--- config.mk ---
export PLATFORM = sky130hd
export DESIGN_NAME = keypad_emulator_flat
export DESIGN_NICKNAME = d
export VERILOG_FILES = /design/src/rtl/keypad_emulator_if.sv /design/src/rtl/keypad_emulator.sv /design/src/flat_wrapper.sv
export SDC_FILE = /design/constraint.sdc
export NUM_CORES = 1
export LEC_CHECK = 0
export CAP_MARGIN = 20
export CORE_ASPECT_RATIO = 1.4
export CORE_MARGIN = 5
export CORE_UTILIZATION = 60
export CTS_CLUSTER_SIZE = 28
export DETAILED_ROUTE_END_ITERATION = 8
export HOLD_SLACK_MARGIN = 0.12
export PLACE_DENSITY_LB_ADDON = 0.1
export SLEW_MARGIN = 20
export SYNTH_ARGS = -nofsm -noshare
export SYNTH_HDL_FRONTEND = slang
export SYNTH_SLANG_ARGS = --single-unit
export TNS_END_PERCENT = 100
--- constraint.sdc ---
create_clock -name clk -period 7.6 [get_ports clk]
set_input_delay 0.76 -clock clk [delete_from_list [all_inputs] [get_ports clk]]
set_output_delay 0.76 -clock clk [all_outputs]
set_load 0.01 [all_outputs]
--- src/rtl/keypad_emulator_if.sv ---
// Keypad scan lines and key-press command port shared between the emulator
// (slave) and whatever drives the scanner side and issues commands (master).
interface keypad_emulator_if;
    logic [3:0] col;
    logic [3:0] fila;
    logic [3:0] key_idx;
    logic       key_valid;
    logic       key_ready;
    logic       contact;
    logic       done;
    logic [7:0] scan_hits;

    modport master (
        output col,
        output key_idx,
        output key_valid,
        input  fila,
        input  key_ready,
        input  contact,
        input  done,
        input  scan_hits
    );

    modport slave (
        input  col,
        input  key_idx,
        input  key_valid,
        output fila,
        output key_ready,
        output contact,
        output done,
        output scan_hits
    );
endinterface

--- src/rtl/keypad_emulator.sv ---
// 4x4 matrix keypad model: answers scanner column strobes on the row lines while
// an emulated key is held, with contact bounce at press and release.
module keypad_emulator #(
    parameter int BOUNCE_PERIOD = 2,
    parameter int BOUNCE_EDGES  = 4,
    parameter int HOLD_CYCLES   = 64,
    parameter int GAP_CYCLES    = 32
) (
    input  logic               clk,
    input  logic               reset,
    keypad_emulator_if.slave   kp
);

    typedef enum logic [2:0] {
        ST_IDLE       = 3'd0,
        ST_BOUNCE_IN  = 3'd1,
        ST_HOLD       = 3'd2,
        ST_BOUNCE_OUT = 3'd3,
        ST_GAP        = 3'd4
    } state_t;

    localparam logic [31:0] PERIOD_LAST = 32'(BOUNCE_PERIOD - 1);
    localparam logic [31:0] SEG_LAST    = 32'(BOUNCE_EDGES);
    localparam logic [31:0] HOLD_LAST   = 32'(HOLD_CYCLES - 1);
    localparam logic [31:0] GAP_LAST    = 32'(GAP_CYCLES - 1);

    state_t      state_r, state_s;
    logic [31:0] cnt_r, cnt_s;
    logic [31:0] seg_r, seg_s;
    logic [1:0]  key_row_r, key_col_r;
    logic [3:0]  col_r;
    logic        contact_r, contact_s;
    logic        ready_r, ready_s;
    logic        done_r, done_s;
    logic [7:0]  hits_r, hits_s;
    logic        accept_s;
    logic        col_fall_s;
    logic [3:0]  fila_s;

    // Next-state and phase counters; cnt counts cycles within a segment or phase.
    always_comb begin
        state_s  = state_r;
        cnt_s    = cnt_r + 32'd1;
        seg_s    = seg_r;
        accept_s = 1'b0;
        case (state_r)
            ST_IDLE: begin
                cnt_s = 32'd0;
                seg_s = 32'd0;
                if (kp.key_valid && ready_r) begin
                    accept_s = 1'b1;
                    state_s  = ST_BOUNCE_IN;
                end else begin
                    state_s  = ST_IDLE;
                end
            end
            ST_BOUNCE_IN: begin
                if (cnt_r == PERIOD_LAST) begin
                    cnt_s = 32'd0;
                    if (seg_r == SEG_LAST) begin
                        seg_s   = 32'd0;
                        state_s = ST_HOLD;
                    end else begin
                        seg_s   = seg_r + 32'd1;
                    end
                end else begin
                    state_s = ST_BOUNCE_IN;
                end
            end
            ST_HOLD: begin
                if (cnt_r == HOLD_LAST) begin
                    cnt_s   = 32'd0;
                    state_s = ST_BOUNCE_OUT;
                end else begin
                    state_s = ST_HOLD;
                end
            end
            ST_BOUNCE_OUT: begin
                if (cnt_r == PERIOD_LAST) begin
                    cnt_s = 32'd0;
                    if (seg_r == SEG_LAST) begin
                        seg_s   = 32'd0;
                        state_s = ST_GAP;
                    end else begin
                        seg_s   = seg_r + 32'd1;
                    end
                end else begin
                    state_s = ST_BOUNCE_OUT;
                end
            end
            ST_GAP: begin
                if (cnt_r == GAP_LAST) begin
                    cnt_s   = 32'd0;
                    state_s = ST_IDLE;
                end else begin
                    state_s = ST_GAP;
                end
            end
            default: begin
                state_s = ST_IDLE;
                cnt_s   = 32'd0;
                seg_s   = 32'd0;
            end
        endcase
    end

    // Output values for the coming cycle, so contact/ready/done leave flops.
    always_comb begin
        contact_s = 1'b0;
        case (state_s)
            ST_BOUNCE_IN:  contact_s = ~seg_s[0];
            ST_HOLD:       contact_s = 1'b1;
            ST_BOUNCE_OUT: contact_s = seg_s[0];
            default:       contact_s = 1'b0;
        endcase
        ready_s = (state_s == ST_IDLE);
        done_s  = (state_s == ST_GAP) && (cnt_s == GAP_LAST);
    end

    // Scan hit counter: falling strobe on the key's column while held.
    always_comb begin
        col_fall_s = col_r[key_col_r] & ~kp.col[key_col_r];
        if (accept_s) begin
            hits_s = 8'd0;
        end else if ((state_r == ST_HOLD) && col_fall_s && (hits_r != 8'hFF)) begin
            hits_s = hits_r + 8'd1;
        end else begin
            hits_s = hits_r;
        end
    end

    // Row drive: combinational from live col so scanner sees zero latency.
    always_comb begin
        fila_s = 4'b1111;
        if (contact_r && !kp.col[key_col_r]) begin
            fila_s[key_row_r] = 1'b0;
        end else begin
            fila_s = 4'b1111;
        end
    end

    // State, latched key and registered outputs.
    always_ff @(posedge clk or posedge reset) begin
        if (reset) begin
            state_r   <= ST_IDLE;
            cnt_r     <= 32'd0;
            seg_r     <= 32'd0;
            contact_r <= 1'b0;
            ready_r   <= 1'b1;
            done_r    <= 1'b0;
            hits_r    <= 8'd0;
            key_row_r <= 2'd0;
            key_col_r <= 2'd0;
            col_r     <= 4'b1111;
        end else begin
            state_r   <= state_s;
            cnt_r     <= cnt_s;
            seg_r     <= seg_s;
            contact_r <= contact_s;
            ready_r   <= ready_s;
            done_r    <= done_s;
            hits_r    <= hits_s;
            col_r     <= kp.col;
            if (accept_s) begin
                key_row_r <= kp.key_idx[3:2];
                key_col_r <= kp.key_idx[1:0];
            end
        end
    end

    assign kp.fila      = fila_s;
    assign kp.key_ready = ready_r;
    assign kp.contact   = contact_r;
    assign kp.done      = done_r;
    assign kp.scan_hits = hits_r;

endmodule

--- src/flat_wrapper.sv ---
// flat-port wrapper written by rule: the top's interface ports become plain ports
module keypad_emulator_flat 
#(
    parameter int BOUNCE_PERIOD = 2,
    parameter int BOUNCE_EDGES  = 4,
    parameter int HOLD_CYCLES   = 64,
    parameter int GAP_CYCLES    = 32
)
  (clk, reset, kp_col, kp_key_idx, kp_key_valid, kp_fila, kp_key_ready, kp_contact, kp_done, kp_scan_hits);
  keypad_emulator_if kp_i ();
  input  logic clk;
  input  logic reset;
  input wire logic [$bits(kp_i.col)-1:0] kp_col;
  input wire logic [$bits(kp_i.key_idx)-1:0] kp_key_idx;
  input wire logic [$bits(kp_i.key_valid)-1:0] kp_key_valid;
  output wire logic [$bits(kp_i.fila)-1:0] kp_fila;
  output wire logic [$bits(kp_i.key_ready)-1:0] kp_key_ready;
  output wire logic [$bits(kp_i.contact)-1:0] kp_contact;
  output wire logic [$bits(kp_i.done)-1:0] kp_done;
  output wire logic [$bits(kp_i.scan_hits)-1:0] kp_scan_hits;
  assign kp_i.col = kp_col;
  assign kp_i.key_idx = kp_key_idx;
  assign kp_i.key_valid = kp_key_valid;
  assign kp_fila = kp_i.fila;
  assign kp_key_ready = kp_i.key_ready;
  assign kp_contact = kp_i.contact;
  assign kp_done = kp_i.done;
  assign kp_scan_hits = kp_i.scan_hits;
  keypad_emulator #(.BOUNCE_PERIOD(BOUNCE_PERIOD), .BOUNCE_EDGES(BOUNCE_EDGES), .HOLD_CYCLES(HOLD_CYCLES), .GAP_CYCLES(GAP_CYCLES)) u_core (.clk(clk), .reset(reset), .kp(kp_i));
endmodule
==> results.py <==
metrics = {
    "die": {
        "ioPinCount": 26,
        "core_area_um2": 8510,
        "dieArea_um2": 10700,
        "initial_core_util_pct": 61.1,
        "die_height_um": 120,
        "chipWidth_um": 88.7,
        "rows": 40,
    },
    "routing": {
        "post-route-drc-count": 0,
        "drt_iter0_markers": 279,
        "dr_wl_met3_um": 338,
        "drt-total-wl_um": 12200,
        "firstDrtPassIters": 4,
        "ant_nets": 0,
        "wl_met2_um": 6460,
        "wire_per_inst_um": 17.7,
        "top_layer": "met4",
        "wl_met1_um": 4860,
        "vias": 4399,
        "via_per_inst": 6.41,
    },
    "cts": {
        "ctsLongestPathBuffers": 2,
        "ctsHoldBuffers": 0,
        "clk_pin_slew_worst_paths_ns": 0.06,
        "root_buffer": "clkbuf_16",
        "clock_latency_ns": 0.35,
        "cts_tree": "yes",
        "cts_resized": 0,
        "post-cts-setup-buffers": 0,
        "cts_made_buffers": 9,
        "htree_num_levels": 3,
        "cts.sinks": 86,
    },
    "min_path": {
        "hold-path-endpoint": "u_core.cnt_r[0]",
        "holdCritStartpoint": "u_core.cnt_r[0]",
        "holdCritPathClass": "reg -> reg",
        "min_path_cells": 1,
    },
    "global_routing": {
        "track_usage_pct": 24.6,
        "grt_overflow_total": 0,
        "grt_start_max_net_pins": 48,
        "antenna_found_initial": 0,
        "grt_pass1_vias": 4267,
        "grt_pass1_wl_um": 20900,
    },
    "timing": {
        "fin_crit_ns": 3.44,
        "worst_clock_skew_ns": 0.00767,
        "drv_slew": 0,
        "finalWorstSetupSlack_ns": 4.16,
        "fmax_mhz": 291,
        "hold_violations": 0,
        "tightest_slew_ns": 0.986,
        "rsz0062_at_grt": "false",
        "max_slew_margin_pct": 34.2,
        "finalSetupViolCount": 0,
        "post-route-period-util_pct": 45.2,
        "tns_ns": 0,
    },
    "placed_design": {
        "port_buffers": 25,
        "place.gp.congestion": 0.891,
        "dp_hpwl_um": 8490,
        "dp_slack_ns": 4.15,
    },
    "synthesis": {
        "synth_edf_count": 0,
        "yosys.area.top_type": "dfrtp_1",
        "synth_nets": 589,
        "synth_top_area_share_pct": 39.0,
        "ys_seq_area_share_pct": 41.5,
        "syn_avg_cell_area_um2": 9.08,
        "synth-seq-cells": 86,
        "synth_area_um2": 5200,
        "syn_inst": 573,
        "synth_area_leaders": "dfrtp_1 39%, xnor2_1 5.9%, nor2_1 5.2%",
        "ys_warn_count": 0,
        "ys_async_sr_fraction_pct": 100,
        "yosys_most_used_dff": "dfrtp_1",
        "ys_types": 60,
    },
    "setup_path": {
        "path_class": "in -> out",
        "cp-end-kind": "output port",
        "worst_r2r_path_depth": 8,
        "worst_r2r_endpoint": "u_core.seg_r[23]",
        "crit_arrival_ns": 2.68,
        "cp_max_fo": 3,
        "r2r_start": "u_core.cnt_r[1]",
        "worstPathRequired_ns": 6.84,
        "rrSetupSlack_ns": 4.31,
        "setup.worst_path.start_class": "primary input",
    },
    "cells_and_area": {
        "final_nets": 592,
        "syn2layout_area_growth_pct": 10.5,
        "drive_above_1_share_pct": 8.61,
        "layout_common_cells": "81 x dfrtp_1, 72 x nor2_1, 43 x nor4_1, 35 x xnor2_1, 31 x nand3_1",
        "final_common_cell": "dfrtp_1",
        "antenna_cells": 0,
    },
    "power": {
        "p_leak_nw": 2.34,
        "ir_drop_uv": 171,
        "total_power_mw": 1.06,
        "p_per_area_nw_per_um2": 184,
    },
    "run_status": {
        "outcome": "finished, final reports clean",
    },
    "flow_run": {
        "drv_cap": 0,
    },
}
==> state kept, by name (all words and copies together), names as in the netlist <==
| name | cells |
|---|---|
| u_core.kp.scan_hits | 8 |
| u_core.kp.key_ready | 1 |
| u_core.seg_r | 32 |
| u_core.state_r | 3 |
| u_core.key_row_r | 2 |
| u_core.cnt_r | 32 |
| u_core.kp.done | 1 |
| u_core.key_col_r | 2 |
| u_core.col_r | 4 |
| u_core.kp.contact | 1 |
==> worst max-delay path, stage by stage <==
cell,delay [ns]
clkdlybuf4s50_1,0.43
mux4_2,0.53
nand2b_1,0.17
or3_1,0.30
clkdlybuf4s50_1,0.48
==> cells in the mapped netlist (3+ instances only) <==
| cell | count |
|---|---|
| nor4_1 | 43 |
| and4_1 | 7 |
| nand4_1 | 27 |
| dfrtp_1 | 81 |
| a21o_1 | 8 |
| xnor2_1 | 35 |
| a21oi_1 | 17 |
| a211oi_1 | 3 |
| o21ba_2 | 3 |
| nand3_1 | 31 |
| and3_1 | 11 |
| nand2_1 | 30 |
| o31a_1 | 3 |
| nor4b_1 | 7 |
| or3_1 | 16 |
| xor2_1 | 15 |
| o21ai_0 | 19 |
| mux2_2 | 5 |
| buf_2 | 22 |
| and2_1 | 5 |
| nor3_1 | 12 |
| inv_1 | 20 |
| a211o_1 | 3 |
| mux2i_1 | 3 |
| ha_1 | 5 |
| nand2b_1 | 4 |
| clkbuf_1 | 8 |
| dfstp_2 | 5 |
| or2_2 | 4 |
| nor2_1 | 72 |
| nor3b_1 | 5 |
==> stage by stage <==
step | utilization, % | std cells | instance area, um^2 | hold WS, ns
CTS | 67.5 | 686 | 5750 | 0.538
floorplan | - | 573 | 5200 | 0.491
finish | 67.5 | 686 | 5750 | 0.536
global route | 67.5 | 686 | 5750 | 0.579
detailed placement | 63.7 | 670 | 5420 | 0.528
global placement | 63.7 | 670 | 5420 | 0.524
==> layout make-up <==
type / instances / area [um^2]
Fill cell: 688 / 2760
Multi-Input combinational cell: 432 / 2790
Tap cell: 105 / 131
Sequential cell: 86 / 2160
Timing Repair Buffer: 27 / 265
Clock inverter: 5 / 81.3
Inverter: 20 / 76.3
Clock buffer: 11 / 243
==> per-layer routing <==
layer | GRT usage, % | vias to the layer above
met5 | 0 | -
met4 | 12.2 | 0
met3 | 3.43 | 40
met2 | 42.1 | 96
met1 | 29.5 | 2175
li1 | - | 2088
==> report_power, final <==
group	internal, mW	switching (mW)	leakage, nW	total [mW]
clock	0.298	0.184	0.156	0.481
sequential	0.473	0.0205	1.15	0.493
combinational	0.0415	0.0399	1.03	0.0813
total	0.812	0.244	2.34	1.06
==> kinds of logic after synthesis <==
kind of cell    count (synthesis)  synth area share, %
xor+xnor                       50                 8.42
mux                            10                 2.53
flops                          86                 41.5
fa+ha+maj                       5                 1.20
compound gates                 74                 9.36
simple gates                  293                 32.1
buf+inv                        55                 4.84
==> worst max path at each step <==
| stage | start | end | slack, ns | cells past startpoint |
|---|---|---|---|---|
| after floorplan | reset | u_core.cnt_r[0] | 4.63 | 1 |
| after global placement | kp_col[3] | kp_fila[0] | 4.20 | 5 |
| after detailed placement | kp_col[3] | kp_fila[0] | 4.15 | 5 |
| after CTS | kp_col[3] | kp_fila[0] | 4.15 | 5 |
| after global routing | u_core.cnt_r[1] | u_core.seg_r[23] | 4.04 | 8 |
| final | kp_col[3] | kp_fila[0] | 4.16 | 5 |
No activity file was read; power rests on OpenSTA's default activity.
==> patch, RTL diff (config.mk and constraints unchanged) <==
The 5 states of `state_t` get a one-hot encoding in 5 bits.
--- a/src/rtl/keypad_emulator.sv
+++ b/src/rtl/keypad_emulator.sv
@@ -11,12 +11,12 @@
     keypad_emulator_if.slave   kp
 );
 
-    typedef enum logic [2:0] {
-        ST_IDLE       = 3'd0,
-        ST_BOUNCE_IN  = 3'd1,
-        ST_HOLD       = 3'd2,
-        ST_BOUNCE_OUT = 3'd3,
-        ST_GAP        = 3'd4
+    typedef enum logic [4:0] {
+        ST_IDLE       = 5'b00001,
+        ST_BOUNCE_IN  = 5'b00010,
+        ST_HOLD       = 5'b00100,
+        ST_BOUNCE_OUT = 5'b01000,
+        ST_GAP        = 5'b10000
     } state_t;
 
     localparam logic [31:0] PERIOD_LAST = 32'(BOUNCE_PERIOD - 1);
Check against the original RTL: same outputs for any inputs over 10 cycles, from zero or initial values and one cycle with reset high; not proved beyond that.
==> patch against the unedited design <==
- utilization decreased by 0.31 points
- sequential cell count up 2
- area after synthesis shrank 1.5%
- final area shrank 1.0%
- synthesized cell count rose by 0.70%
- critical path depth did not move
- cell count up 0.29%
- worst setup slack gained 0.061 ns
- sequential share of layout area is 1.3 points higher
- routed wire length fell by 7.5%
- largest cell class unchanged
Power is not compared: it rests on default switching activity, and its combinational part moved more than twofold at a synthesized area within 25%.
==> patch: results (changes against the unedited design) <==
post-synthesis compound-gate area fraction - 8.96% (-0.40 points)
xor/xnor cell area share of the yosys netlist - 9.74% (+1.3 points)
Via-to-Cell Ratio - 5.99 (-6.6%)
Max Buffers Root-to-Sink - 2 (unchanged)
Hold EP - u_core.seg_r[8]
Crit. Startpoint - kp_col[3]
GPL Wtd Cong - 0.861 (-3.3%)
# Post-CTS Setup Buffers - 0 (unchanged)
status - finished clean
r2r startpoint - u_core.cnt_r[20]
r2r endpoint - u_core.kp.contact
Worst VDD drop - 172 µV
DR WL/cell - 16.4 µm (-7.8%)
post-synthesis mux area share - 2.25% (-0.28 points)
Hold WC Path Type - flop to flop
Post-Synth Adder-Cell Area - 1.22% (+0.018 points)
worst hold start - u_core.seg_r[8]
hpwl dp - 7820 µm (-7.9%)
worst hold path stage count - 1 (unchanged)
layout cells sized above 1 - 7.55% (-1.1 points)
sequential element share of the synthesized area - 43.1% (+1.6 points)
clock slew at reported path FFs - 0.06 ns (about the same)
flop2flop setup slack - 4.55 ns (+0.24 ns)
synth warn - 0 (unchanged)
post-synth net total - 593 (+0.68%)
I/O Buffers - 25 (unchanged)
synth cell count leaders - dfrtp_1, nor2_1, nand2_1, nand3_1
Worst Reg2Reg Path Length in Cells - 7 (-1)
DRT Pass-1 Iters - 4 (unchanged)
cts hold-fix bufs - 0 (unchanged)
Nets - 594 (+0.34%)
Pleak - 0.00234 µW
WP data arrival - 2.61 ns (-0.07 ns)
Clock Skews - 0.00927 ns (+0.00159 ns)
GRT Overall Usage - 22.9% (-1.8 points)
fillcell total - 659 (-4.2%)
final setup fails - 0 (unchanged)
main area contributors after synthesis - dfrtp_1, nor2_1, xnor2_1
antenna violations before repair - 0 (unchanged)
pre-CTS worst setup slack - 4.20 ns (+0.0522 ns)
post_cts resized - 0 (unchanged)
Async SR Flop Fraction - 100% (unchanged)
Crit path largest cell delay - 0.49 ns (-0.04 ns)
wire length of the first global-routing pass - 19,400 µm (-7.2%)
largest net degree at the start of global routing - 65 (+35%)
DR iter-0 viols - 194 (-30%)
unique cell type count in the Yosys netlist - 61 (+1.7%)
vias in the first global route - 4,075 (-4.5%)
Rel. slew slack - 30.1% (-4.1 points)
==> patch: report_power, final <==
group | leakage (µW) | switching, µW | internal [µW]
clock network | 0.000143 | 179 | 273
logic | 0.000993 | 96.2 | 68.6
registers | 0.00120 | 27.7 | 494
==> patch: cell type report <==
cell class	instances	share of cell area, %
Multi-Input combinational cell	435	47.6
Inverter	15	1.01
Timing Repair Buffer	29	4.93
Clock inverter	2	0.660
Tap cell	105	2.31
Clock buffer	14	4.64
Sequential cell	88	38.9
==> patch: worst max-delay path by stage <==
stage | to | slack (ns) | cells past startpoint
6_report | kp_fila[0] | 4.23 | 5
5_1_grt | kp_fila[0] | 4.17 | 5
4_1_cts | kp_fila[0] | 4.21 | 5
3_5_place_dp | kp_fila[0] | 4.20 | 5
3_3_place_gp | kp_fila[0] | 4.23 | 5
2_1_floorplan | u_core.cnt_r[0] | 4.57 | 1
==> patch: cell families (layout without fill, tap and decap cells) <==
family	count (synthesis)	count (layout)
compound gates	75	75
xor+xnor	57	57
fa+ha+maj	5	5
buf+inv	54	60
flops	88	88
mux	9	9
simple gates	289	289
==> patch: through the flow <==
| step | cells | area [µm²] | hold WS (ns) | total power (µW) | utilization [%] |
|---|---|---|---|---|---|
| floorplan | 577 | 5120 | 0.466 | 637 | - |
| global placement | 672 | 5380 | 0.492 | 686 | 63.6 |
| detailed placement | 672 | 5380 | 0.503 | 693 | 63.6 |
| CTS | 688 | 5680 | 0.514 | 1140 | 67.1 |
| global route | 688 | 5690 | 0.529 | 1190 | 67.2 |
| finish | 688 | 5690 | 0.509 | 1140 | 67.2 |
==> patch: routing by layer <==
| layer | wire length [µm] | GRT usage (%) | up-vias |
|---|---|---|---|
| met2 | 5960 | 39.1 | 42 |
| met1 | 4830 | 28.9 | 2020 |
| met5 | 0 | 0 | - |
| met3 | 173 | 2.15 | 23 |
| met4 | 308 | 10.1 | 0 |
| li1 | - | - | 2035 |
==> patch: worst max-delay path: cells and delay by family <==
kind	cells	cell delay, ns
multiplexers	1	0.49
AND/OR/NAND/NOR	2	0.47
buffers and inverters	2	0.90
